`src/rtl/fetch_ctrl.sv`:
```
// fetch_ctrl: single-outstanding instruction fetch sequencer with PC, redirect and ID hand-off.
// Optional misaligned-redirect trap enabled by defining NPC_MISALIGN_TRAP_EN.
module fetch_ctrl #(
    parameter logic [31:0] RESET_PC = 32'h0000_0000,
    parameter logic [31:0] TRAP_VEC = 32'h0000_0010
) (
    input  logic        cpu_clk,
    input  logic        cpu_rst,
    input  logic        redir_valid,
    input  logic [31:0] redir_pc,
    input  logic        stall,
    output logic        if_req,
    output logic [31:0] if_addr,
    input  logic        if_gnt,
    input  logic        if_rvalid,
    input  logic [31:0] if_rdata,
    output logic        id_valid,
    input  logic        id_ready,
    output logic [31:0] id_inst,
    output logic [31:0] id_pc,
    output logic [31:0] id_pc4,
    output logic        misalign
);
`ifdef NPC_MISALIGN_TRAP_EN
    localparam bit TRAP_EN = 1'b1;
`else
    localparam bit TRAP_EN = 1'b0;
`endif
    typedef enum logic [1:0] {IDLE, REQ, WAIT, FULL} state_t;
    state_t      state;
    logic [31:0] pc;
    logic        drop;
    logic        redir;
    logic        bad;
    logic [31:0] target;
    assign redir    = redir_valid && state != IDLE;
    assign bad      = TRAP_EN && redir_pc[1:0] != 2'b00;
    assign target   = bad ? TRAP_VEC : {redir_pc[31:2], 2'b00};
    assign if_req   = state == REQ;
    assign if_addr  = pc;
    assign id_valid = state == FULL;
    assign id_pc4   = id_pc + 32'd4;
    always_ff @(posedge cpu_clk) begin
        if (cpu_rst) begin
            state    <= IDLE;
            pc       <= RESET_PC;
            drop     <= 1'b0;
            id_inst  <= '0;
            id_pc    <= '0;
            misalign <= 1'b0;
        end else begin
            misalign <= redir && bad;
            if (redir) pc <= target;
            case (state)
                IDLE: state <= REQ;
                REQ: if (if_gnt) begin
                    state <= WAIT;
                    drop  <= redir;
                end
                WAIT: if (if_rvalid) begin
                    drop  <= 1'b0;
                    state <= REQ;
                    // a redirect racing the response kills the data just like a pending drop
                    if (!drop && !redir) begin
                        id_inst <= if_rdata;
                        id_pc   <= pc;
                        pc      <= pc + 32'd4;
                        state   <= FULL;
                    end
                end else if (redir) drop <= 1'b1;
                FULL: if (redir || (id_ready && !stall)) state <= REQ;
                default: state <= IDLE;
            endcase
        end
    end
endmodule

```
`config.mk`:
```
export PLATFORM = sky130hd
export DESIGN_NAME = fetch_ctrl
export DESIGN_NICKNAME = d
export VERILOG_FILES = /design/src/rtl/fetch_ctrl.sv
export SDC_FILE = /design/constraint.sdc
export NUM_CORES = 1
export LEC_CHECK = 0
export ABC_CLOCK_PERIOD_IN_PS = 4000
export BUFFER_PORTS_ARGS = -buffer_cell sky130_fd_sc_hd__buf_2
export CAP_MARGIN = 20
export CORE_MARGIN = 2
export CORE_UTILIZATION = 35
export CTS_CLUSTER_SIZE = 20
export DETAILED_ROUTE_END_ITERATION = 10
export RECOVER_POWER = 50
export SETUP_SLACK_MARGIN = 0.15
export SYNTH_ARGS = -nofsm -noshare
export SYNTH_HDL_FRONTEND = slang
export SYNTH_SLANG_ARGS = --single-unit
```
`constraint.sdc`:
```
create_clock -name cpu_clk -period 4 [get_ports cpu_clk]
set_input_delay 0.8 -clock cpu_clk [delete_from_list [all_inputs] [get_ports cpu_clk]]
set_output_delay 0.8 -clock cpu_clk [all_outputs]
set_load 0.01 [all_outputs]
```
==> results of run 1 <==
[power breakdown]
group          switching (W)  internal, W  leakage [nW]
logic               0.000179     0.000116          1.17
clock network       0.000387     0.000505         0.142
registers          0.0000888      0.00104         0.803
[metal layers]
metal / global-route usage / wire (um) / vias up
met2: 0.3111 / 7148 / 147
met5: 0 / 0 / -
met1: 0.2668 / 6858 / 2322
li1: - / - / 2497
met3: 0.04260 / 800 / 13
met4: 0.07040 / 230 / 0
[cell usage in the layout, fill, tap and decap left out, types with 2 or more instances in the layout]
| cell type | n |
|---|---|
| nor4_1 | 2 |
| buf_2 | 96 |
| nor2_1 | 42 |
| nand4_1 | 21 |
| nor3b_1 | 2 |
| o31a_1 | 2 |
| clkinv_4 | 2 |
| diode_2 | 2 |
| clkbuf_1 | 102 |
| o31ai_1 | 11 |
| nand2_1 | 152 |
| nor3_1 | 5 |
| nor4_2 | 3 |
| dfxtp_1 | 99 |
| a211oi_1 | 12 |
| ha_1 | 7 |
| xor2_1 | 10 |
| xnor2_1 | 28 |
| nand3_1 | 22 |
| clkinvlp_4 | 2 |
| and4_1 | 6 |
| a21oi_1 | 67 |
| buf_4 | 3 |
| nand2b_1 | 2 |
| or4_1 | 11 |
| o21ai_0 | 10 |
| mux2i_1 | 2 |
| a311oi_1 | 18 |
| or3_1 | 8 |
| and3_1 | 4 |
| clkbuf_16 | 9 |
| inv_1 | 8 |
[per-stage QoR]
step | hold WS, ns | total power [W] | area (um^2) | util | worst slack, ns
2_1_floorplan | 0.4805 | 0.001305 | 4835 | - | 1.499
3_3_place_gp | 0.4391 | 0.001446 | 5888 | 0.4411 | 1.074
6_report | 0.4527 | 0.002314 | 6070 | 0.4547 | 0.6778
3_5_place_dp | 0.4429 | 0.001455 | 5888 | 0.4411 | 1.068
4_1_cts | 0.4525 | 0.002345 | 6193 | 0.4640 | 0.6514
5_1_grt | 0.4712 | 0.002428 | 6070 | 0.4547 | 0.4274
[logic make-up after synthesis]
kind of cell / count (synthesis) / synth area share
AND/OR/NAND/NOR: 293 / 0.2919
AO/OA/AOI/OAI: 123 / 0.1568
flip-flops: 99 / 0.4099
buffers and inverters: 52 / 0.04943
XOR/XNOR: 38 / 0.06884
adder cells (fa/ha/maj): 7 / 0.01812
multiplexers: 2 / 0.004141
other: 1 / 0.0007757
[registers in the layout, indices dropped and copies added, names as in the netlist]
register and flops:
drop 1, if_addr 32, id_inst 32, state 2, id_pc 32
[worst register-to-register path, delay by kind of cell (launching register included)]
| kind | cells | cell delay (ns) |
|---|---|---|
| buf+inv | 2 | 0.60 |
| fa+ha+maj | 1 | 0.18 |
| simple gates | 4 | 1.05 |
| flops | 1 | 0.33 |
[how the worst max path moves through the flow]
stage,from,endpoint,slack [ns],depth (start not counted)
3_5_place_dp,id_pc[10]$_SDFFE_PP0P_,id_pc4[28],1.07,5
3_3_place_gp,id_pc[9]$_SDFFE_PP0P_,id_pc4[26],1.07,5
5_1_grt,id_pc[10]$_SDFFE_PP0P_,id_pc4[28],0.43,5
6_report,id_pc[10]$_SDFFE_PP0P_,id_pc4[18],0.68,5
2_1_floorplan,id_pc[9]$_SDFFE_PP0P_,id_pc4[18],1.50,4
4_1_cts,id_pc[10]$_SDFFE_PP0P_,id_pc4[28],0.65,5
[area by class of cell]
type,count,area [um^2]
inverters,8,30.03
clock inverters,5,62.56
well taps,176,220.2
repair buffers,202,907.1
multi-input cells,464,2620
clock buffers,11,242.7
diodes,2,5.005
fillers,1432,7278
flip-flops and latches,99,1982
==> impl_results.md, run 1 <==
* Num ports at 202
* Floorplan Core Area at 13,350 um^2
* Hold WC Path Type: flop to flop
* Worst hold start: id_inst[18]$_SDFFE_PP0P_
* Top delay family on crit path: simple AND/OR/NAND/NOR gates
* Vias/cell at 5.149
* Crit path time final at 3.322 ns
* Layout cell share with drive strength beyond 1 at 0.1610
* Iter 0 DRT Violations at 317
* Max-slew headroom at -0.4106
* Crit Path Category: flop to primary output
* CTS Buf Count at 9
* Sequential area share after synthesis at 0.4099
* Critical path cell sequence: nand4_1 -> nor4_2 -> nand4_1 -> xnor2_1 -> buf_2
* Fin Clk Skew at 0.007908 ns
* DRC at 0
* Mean Syn Cell Area at 7.861 um^2
* Final period util at 0.8305
* Final setup viols at 0
* Area contributors post-synth: dfxtp_1 (41%), nand2_1 (12%), a21oi_1 (6.9%)
* Vias in the first global route at 4,391
* Post-synth cell types at 44
* Post-synth top cells: nand2_1 (153), dfxtp_1 (99), a21oi_1 (67)
* Synth top area share at 0.4099
* Finished Layout Cells at 967
* Clock sinks at 99
* Final hold vios at 0
* Hold bufs inserted after CTS at 0
* Fmax at 301.0 MHz
* Reg2Reg Setup Slack at 1.74 ns
* Failing checks: max-capacitance violations, max-slew violations
* Max-cap violations at 1
* Die footprint at 14,770 um^2
* Vias at 4,979
* R2R cell count at 7
* Reg2reg end: if_addr[29]$_SDFF_PP0_
* Peak VDD IR at 0.1909 mV
* H-tree level count at 3
* Die width at 121.5 um
* CP arrival at 2.52 ns
* Routed len/inst at 15.55 um
* WL final at 15.04 mm
* # rows at 42
* Total Routing Usage GR at 0.1972
* Async S/R FF share, synth at 0
* First-pass GRT wire length at 23.07 mm
* Worst reg2reg path startpoint: state[1]$_SDFFE_PP0P_
* WP buf/inv at 1
* Area of the mapped netlist at 4835 um^2
* Setup Buffers After CTS at 0
* Lkg Pwr at 2.113 nW
* Post-Place Cells at 949
* RSZ-0062 raised after global routing: false
* FF+latch count, synth at 99
* Area leader, netlist: dfxtp_1
* Critical Path RT at 3.20 ns
* Chip Height at 121.5 um
* Starting Density at 0.3622
* Run status: finished, violations left
* Area growth syn-to-layout at 25.54%
* Worst-margin pin slew at 2.116 ns
* Fin nets at 862
* CP max FO at 8
* Final-report max-slew violation count at 101
* Cell mode on critical path: nand4_1
* Post-Route Setup TNS at 0 ns
* Yosys warnings at 0
* Worst Setup End Kind: primary output
* Crit start category: flop
* Clock latency reported for the late side of the worst-skew pair at 0.35 ns
* CTS tree: yes
* IO buf count at 198
* WHS Path Cells at 2
* First drt pass iteration count at 4
* Top FF cell, synth: dfxtp_1
* Pwr dens at 381.3 nW/um^2
* CP peak stage delay at 0.88 ns
* Clk buf depth at 2
* Final ANT Viol Nets at 0
* CTS root buffer: clkbuf_16
* Initial antenna violation count at 2
* Number of synthesized flops with an enable pin at 0
* Hold Path Sink: id_inst[18]$_SDFFE_PP0P_
* Worst-path clk slew at 0.07 ns
* Largest net degree at the start of global routing at 101
* Cts repair resizes at 0
* Syn Nets at 693
* Remaining global-route overflow at 0
* Post-DP HPWL at 10.70 mm
* Most common cell in the netlist: nand2_1
* GPL Wtd Cong at 0.8139
* Synthesized instance count at 615
* CP max-delay cell: nor4_2
No activity file was read; power rests on OpenSTA's default activity.
==> run 2: changes to the inputs <==
ABC_AREA = 1   (was default)
ABC_CLOCK_PERIOD_IN_PS = 3100   (was 4000)
clock period = 3.1 ns   (was 4 ns; I/O delays follow)
==> run 2 against run 1 <==
  * Area after synthesis is 9.2% higher
  * Sequential cell count unchanged
  * Wire length increased by 7.0%
  * Via count grew 13%
  * Setup slack worse by 0.29 ns
  * The run now ends clean
  * Final cell count increased by 17%
  * Highest routed layer is now met5
  * Sequential share of layout area fell by 2.6 points
  * Synthesized cell count grew 25%
  * Largest cell class unchanged
  * Clock skew increased by 0.0023 ns
  * Hold slack gained 0.011 ns
==> impl_results.md, run 2 <==
* Compound-Gate Fraction of Synth Area at 0.1584 (+0.001537)
* Register area at 1982 um^2 (unchanged)
* Routed len/inst at 14.16 um (-8.9%)
* Synth Area in Adders at 0.01660 (-0.001520)
* Number of synthesized flops with an enable pin at 0 (unchanged)
* Fmax at 368.3 MHz
* Largest family of logic cells by synthesized area: simple AND/OR/NAND/NOR gates
* Worst-margin pin slew at 1.423 ns (-0.6929 ns)
* Final ANT Viol Nets at 0 (unchanged)
* WHS Path Cells at 2 (unchanged)
* Vias/cell at 4.944 (-4.0%)
* Starting Density at 0.3604 (-0.001815)
* Area growth syn-to-layout at 25.15%
* Area contributors post-synth: dfxtp_1 (38%), nand2_1 (15%), a21oi_1 (6.6%)
* Critical path cell sequence: ha_1 -> nand2_1 -> nor2_1 -> nand3_1 -> nor2_2 -> nand3_1 -> nor2_2 -> xor2_1 -> buf_2
* Vias in the first global route at 5,149 (+17%)
* CP max FO at 4 (-4)
* Most common cell in the netlist: nand2_1
* H-tree level count at 3 (unchanged)
* Lkg Pwr at 2.649 nW (+25%)
* Area of the mapped netlist at 5278 um^2 (+9.2%)
* CP peak stage delay at 0.37 ns (-0.51 ns)
* First drt pass iteration count at 5 (+1)
* Clock sinks at 99 (unchanged)
* Total Routing Usage GR at 0.1983 (+0.001114)
* Post-route cell area at 6605 um^2 (+8.8%)
* Most frequent cells in the layout: nand2_1 (207), clkbuf_1 (104), dfxtp_1 (99)
* DRC at 0 (unchanged)
* WP buf/inv at 1 (unchanged)
* Fin nets at 1,023 (+19%)
* CTS root buffer: clkbuf_16
* Critical Path RT at 2.48 ns (-0.72 ns)
* GPL Wtd Cong at 0.9379 (+15%)
* Crit start category: flop
* Post-DP HPWL at 11.73 mm (+9.6%)
* DP Area at 6382 um^2 (+8.4%)
* Die width at 126.8 um (+4.3%)
* Remaining global-route overflow at 0 (unchanged)
* Floorplan Core Area at 14,640 um^2 (+9.7%)
* Design Power at 0.004259 W (+84%)
* Peak VDD IR at 0.3206 mV (+68%)
* Area of the multi-input gates at 2840 um^2 (+8.4%)
* Area leader, netlist: dfxtp_1
* Crit path time final at 2.715 ns
* CP arrival at 2.10 ns (-0.42 ns)
* CTS tree: yes
* IO buf count at 198 (unchanged)
* Max-slew headroom at 0.05135 (+0.4620)
* Final period util at 0.8760
* Run status: finished clean
* FF+latch count, synth at 99 (unchanged)
* Crit Path Category: flop to primary output
* Final setup viols at 0 (unchanged)
* Syn Nets at 848 (+22%)
* Clk buf depth at 2 (unchanged)
* Post-synthesis mux area share at 0 (-0.004141)
* Die footprint at 16,080 um^2 (+8.9%)
* CTS Buf Count at 9 (unchanged)
* Worst-path clk slew at 0.07 ns (about the same)
* Fin Clk Skew at 0.01020 ns (+0.002290 ns)
* Hold bufs inserted after CTS at 0 (unchanged)
* Max-cap violations at 0 (-1)
* Commonest non-fill, non-tap cell in the layout: nand2_1
* Worst Setup End Kind: primary output
* Simple-gate portion of the synthesized area at 0.3099 (+0.01794)
* Final hold vios at 0 (unchanged)
* Num ports at 202 (unchanged)
* Hold WC Path Type: flop to flop
* Async S/R FF share, synth at 0 (unchanged)
* R2R cell count at 9 (+2)
* Mean Syn Cell Area at 6.854 um^2 (-13%)
* Post-synth cell types at 41 (-6.8%)
* Final-report max-slew violation count at 0 (-100%)
* Chip Height at 126.8 um (+4.3%)
* WL final at 16.09 mm (+7.0%)
* Post-Route Setup TNS at 0 ns (unchanged)
* Iter 0 DRT Violations at 240 (-24%)
* # rows at 44 (+4.8%)
* Synthesized instance count at 770 (+25%)
* CP max-delay cell: dfxtp_1
* Clock latency reported for the late side of the worst-skew pair at 0.35 ns (about the same)
* Post-synth top cells: nand2_1 (207), dfxtp_1 (99), inv_1 (71)
* CP Depth at 9 (+4)
* First-pass GRT wire length at 25.65 mm (+11%)
* Sequential area share after synthesis at 0.3755 (-0.03440)
* Top FF cell, synth: dfxtp_1
* Largest net degree at the start of global routing at 132 (+31%)
* RSZ-0062 raised after global routing: false
* XOR/XNOR share of the synthesized area at 0.04979 (-0.01905)
* Layout cell share with drive strength beyond 1 at 0.1474 (-0.01359)
* Filler cells at 1,615 (+13%)
* Vias at 5,616 (+13%)
* Initial antenna violation count at 2 (unchanged)
* Pwr dens at 644.8 nW/um^2 (+69%)
* Synth top area share at 0.3755 (-0.03440)
* Top delay family on crit path: simple AND/OR/NAND/NOR gates
* Yosys warnings at 0 (unchanged)
[run 2: layout make-up]
type / count / share of cell area
clock buffer: 13 / 0.04092
inverter: 74 / 0.04224
tap: 184 / 0.03486
timing repair buffer: 204 / 0.1407
clock inverter: 3 / 0.01042
multi-input combinational: 557 / 0.4300
sequential: 99 / 0.3001
antenna: 2 / 0.0007577
[run 2: final timing paths]
path                                start                 endpoint  slack (ns)
hold / removal    id_inst[1]$_SDFFE_PP0P_  id_inst[1]$_SDFFE_PP0P_        0.46
setup / recovery    id_pc[3]$_SDFFE_PP0P_               id_pc4[24]        0.38
setup reg to reg    state[0]$_SDFFE_PP0P_    state[1]$_SDFFE_PP0P_        0.57
hold reg to reg   id_inst[1]$_SDFFE_PP0P_  id_inst[1]$_SDFFE_PP0P_        0.46
[run 2: what timing repair did]
| item | 4_1_cts | 5_1_grt |
|---|---|---|
| setup endpoints to repair | 0 | 1 |
| resized for setup | 0 | 2 |
| setup buffers | 0 | 1 |
[run 2: logic make-up (layout without fill, tap and decap cells)]
kind of cell,after synthesis,after routing
and+or+nand+nor,368,368
AOI/OAI and AO/OA,151,151
buffers and inverters,114,294
DFF,99,99
xor gates and xnor gates,30,30
adders and majority gates,7,7
other,1,3
[run 2: worst register-to-register path, delay by kind of cell (launching register included)]
kind | cells | cell delay (ns)
DFF | 1 | 0.35
and+or+nand+nor | 2 | 0.32
AOI/OAI and AO/OA | 3 | 0.43
buffers and inverters | 3 | 1.22
adders and majority gates | 1 | 0.16
[run 2: per-layer routing]
layer / vias to the layer above / routed length, um / track usage
met1: 2480 / 7287 / 0.2533
met3: 26 / 1410 / 0.06495
li1: 2887 / - / -
met4: 2 / 351 / 0.07369
met5: - / 7 / 0
met2: 221 / 7033 / 0.3135
[run 2: stage by stage]
step           setup WS, ns  cells    util  hold WS [ns]
2_1_floorplan        0.9306    770       -        0.4819
3_3_place_gp         0.7439   1117  0.4358        0.4484
3_5_place_dp         0.7424   1117  0.4358        0.4525
4_1_cts              0.3566   1133  0.4590        0.4630
5_1_grt              0.1311   1134  0.4507        0.4845
6_report             0.3845   1136  0.4510        0.4641
[run 2: power by group]
part	switching, W	internal [W]	total (W)
clock	0.000500	0.000776	0.00128
combinational	0.000790	0.000442	0.00123
sequential	0.000272	0.00148	0.00175
total	0.00156	0.00270	0.00426
==> run 3: changes to the inputs <==
CORE_UTILIZATION = 50   (was 35)
CTS_CLUSTER_DIAMETER = 40   (was default)
PLACE_DENSITY = 0.81   (was default)
SLEW_MARGIN = 20   (was default)
==> run 3 against run 2 <==
  * First-iteration DRC count is 98% higher
  * Critical endpoint unchanged
  * Combinational power is essentially flat
  * Final cell count shrank 4.5%
  * Critical path depth did not move
  * Sequential cell count is the same
  * Highest routed layer is now met4
  * Critical path type unchanged
  * Hold slack improved by 0.0043 ns
==> impl_results.md, run 3 (synthesized netlist as in run 2, its figures left out) <==
* Initial antenna violation count at 0 (-2)
* Filler cells at 1,037 (-36%)
* Remaining global-route overflow at 0 (unchanged)
* First drt pass iteration count at 5 (unchanged)
* Num ports at 202 (unchanged)
* Fmax at 367.7 MHz (-0.15%)
* Post-DP HPWL at 10.82 mm (-7.8%)
* Area of the multi-input gates at 2843 um^2 (about the same)
* Final ANT Viol Nets at 0 (unchanged)
* GPL Wtd Cong at 0.9049 (-3.5%)
* CTS tree: yes
* Worst-margin pin slew at 1.085 ns (-0.3382 ns)
* Fin nets at 1,023 (unchanged)
* N_diodes at 0 (-2)
* Fin Clk Skew at 0.01537 ns (+0.005175 ns)
* Flop pwr share at 0.461 (+0.050)
* Crit start category: flop
* Internal power at 0.002286 W (-15%)
* Largest net degree at the start of global routing at 76 (-42%)
* Final period util at 0.8773 (+0.001355)
* IO buf count at 198 (unchanged)
* Clk buf depth at 2 (unchanged)
* H-tree level count at 3 (unchanged)
* Most frequent cells in the layout: nand2_1 (207), clkbuf_1 (103), dfxtp_1 (99)
* Layout cell share with drive strength beyond 1 at 0.1475 (+0.0001553)
* CP peak stage delay at 0.39 ns (+0.02 ns)
* Vias/cell at 5.235 (+5.9%)
* Vias at 5,680 (+1.1%)
* Critical Path RT at 2.48 ns (about the same)
* Die footprint at 11,390 um^2 (-29%)
* Cell mode on critical path: nor2_1
* DRC at 0 (unchanged)
* Hold bufs inserted after CTS at 0 (unchanged)
* Switch share at 0.3957 (+0.02893)
* Die width at 106.7 um (-16%)
* CP max-delay cell: dfxtp_1
* Critical path cell sequence: ha_1 -> nand2_1 -> nor2_1 -> nand3_2 -> nor2_2 -> nand3_1 -> nor2_1 -> xor2_1 -> buf_2
* Max-slew headroom at 0.2768 (+0.2255)
* Hold WC Path Type: flop to flop
* Crit path time final at 2.720 ns (+0.004202 ns)
* Top delay family on crit path: simple AND/OR/NAND/NOR gates
* Hold WS at 0.4684 ns (+0.004279 ns)
* Lkg Pwr at 2.567 nW (-3.1%)
* Post-Route Setup TNS at 0 ns (unchanged)
* Iter 0 DRT Violations at 475 (+98%)
* CTS Buf Count at 9 (unchanged)
* Final-report max-slew violation count at 0 (unchanged)
* Floorplan Core Area at 10,280 um^2 (-30%)
* Clock power frac at 0.217 (-0.083)
* Starting Density at 0.5135 (+0.1531)
* Worst-path clk slew at 0.10 ns (+0.03 ns)
* Vias in the first global route at 4,938 (-4.1%)
* Commonest non-fill, non-tap cell in the layout: nand2_1
* Chip Height at 106.7 um (-16%)
* First-pass GRT wire length at 23.43 mm (-8.6%)
* Crit Path Category: flop to primary output
* CP max FO at 4 (unchanged)
* Total Routing Usage GR at 0.2531 (+0.05472)
* Clock latency reported for the late side of the worst-skew pair at 0.36 ns (about the same)
* Sw power at 0.001497 W (-4.2%)
* Final hold vios at 0 (unchanged)
* Max-cap violations at 0 (unchanged)
* Peak VDD IR at 0.2643 mV (-18%)
* Logic pwr share at 0.322 (+0.033)
* Area growth syn-to-layout at 20.65%
* Run status: finished clean
* CTS root buffer: clkbuf_8
* Register area at 1982 um^2 (unchanged)
* WP buf/inv at 1 (unchanged)
* Worst Setup End Kind: primary output
* Pwr dens at 594.1 nW/um^2 (-7.9%)
* Clock sinks at 99 (unchanged)
* Routed len/inst at 13.58 um (-4.1%)
* WL final at 14.74 mm (-8.4%)
* Final setup viols at 0 (unchanged)
* CP arrival at 2.10 ns (about the same)
* RSZ-0062 raised after global routing: false
* # rows at 37 (-16%)
-- run 3: cell count changes in the layout (fill, tap and decap cells not counted), sizes merged --
cell / before / now
clkbuf: 116 / 113
buf: 101 / 100
clkinvlp: 0 / 1
inv: 73 / 75
clkinv: 2 / 3
bufinv: 2 / 1
diode: 2 / 0
-- run 3: final cells by class --
type                            instances  area share
Sequential cell                        99      0.3113
Clock inverter                          6     0.01022
Multi-Input combinational cell        557      0.4465
Timing Repair Buffer                  204      0.1421
Tap cell                              136     0.02672
Inverter                               74     0.04382
Clock buffer                            9     0.01945
-- run 3: worst min-delay path, stage by stage (launching register included) --
cell and delay, ns:
dfxtp_1 0.32, nand2_1 0.06, a21oi_1 0.05
-- run 3: timing repair --
item / CTS / global route
endpoints found under the setup margin: 0 / 1
gates resized for setup: 0 / 1
buffers inserted: 0 / 0
-- run 3: power groups by stage --
| stage | Clock (W) | Sequential (W) | Combinational, W |
|---|---|---|---|
| after floorplan | 0 | 0.00179 | 0.000755 |
| after global placement | 0 | 0.00175 | 0.00125 |
| after detailed placement | 0 | 0.00176 | 0.00127 |
| after CTS | 0.000841 | 0.00173 | 0.00128 |
| after global routing | 0.000900 | 0.00178 | 0.00137 |
| final | 0.000822 | 0.00174 | 0.00122 |
-- run 3: metrics by stage --
step / cell area (um^2) / instances / setup WS, ns / utilization / total power (W)
3_5_place_dp: 6305 / 1070 / 0.7649 / 0.6135 / 0.003031
3_3_place_gp: 6305 / 1070 / 0.7865 / 0.6135 / 0.003008
6_report: 6367 / 1085 / 0.3803 / 0.6196 / 0.003783
2_1_floorplan: 5278 / 770 / 0.9306 / - / 0.002548
5_1_grt: 6367 / 1085 / 0.1753 / 0.6196 / 0.004044
4_1_cts: 6494 / 1085 / 0.3480 / 0.6318 / 0.003849
-- run 3: worst paths after layout --
kind                                          startpoint                  endpoint  slack, ns  cells after the start
worst max-delay path               id_pc[3]$_SDFFE_PP0P_                id_pc4[24]       0.38                      9
worst min-delay path            id_inst[25]$_SDFFE_PP0P_  id_inst[25]$_SDFFE_PP0P_       0.47                      2
worst max register to register     state[0]$_SDFFE_PP0P_    if_addr[28]$_SDFF_PP0_       0.58                     11
worst min register to register  id_inst[25]$_SDFFE_PP0P_  id_inst[25]$_SDFFE_PP0P_       0.47                      2
-- run 3: routing by layer --
metal	wire length [um]	vias to the layer above	global-route usage
met5	0	-	0
met4	214	0	0.07792
met3	1231	16	0.04985
met2	6749	248	0.4204
met1	6539	2541	0.3322
li1	-	2875	-
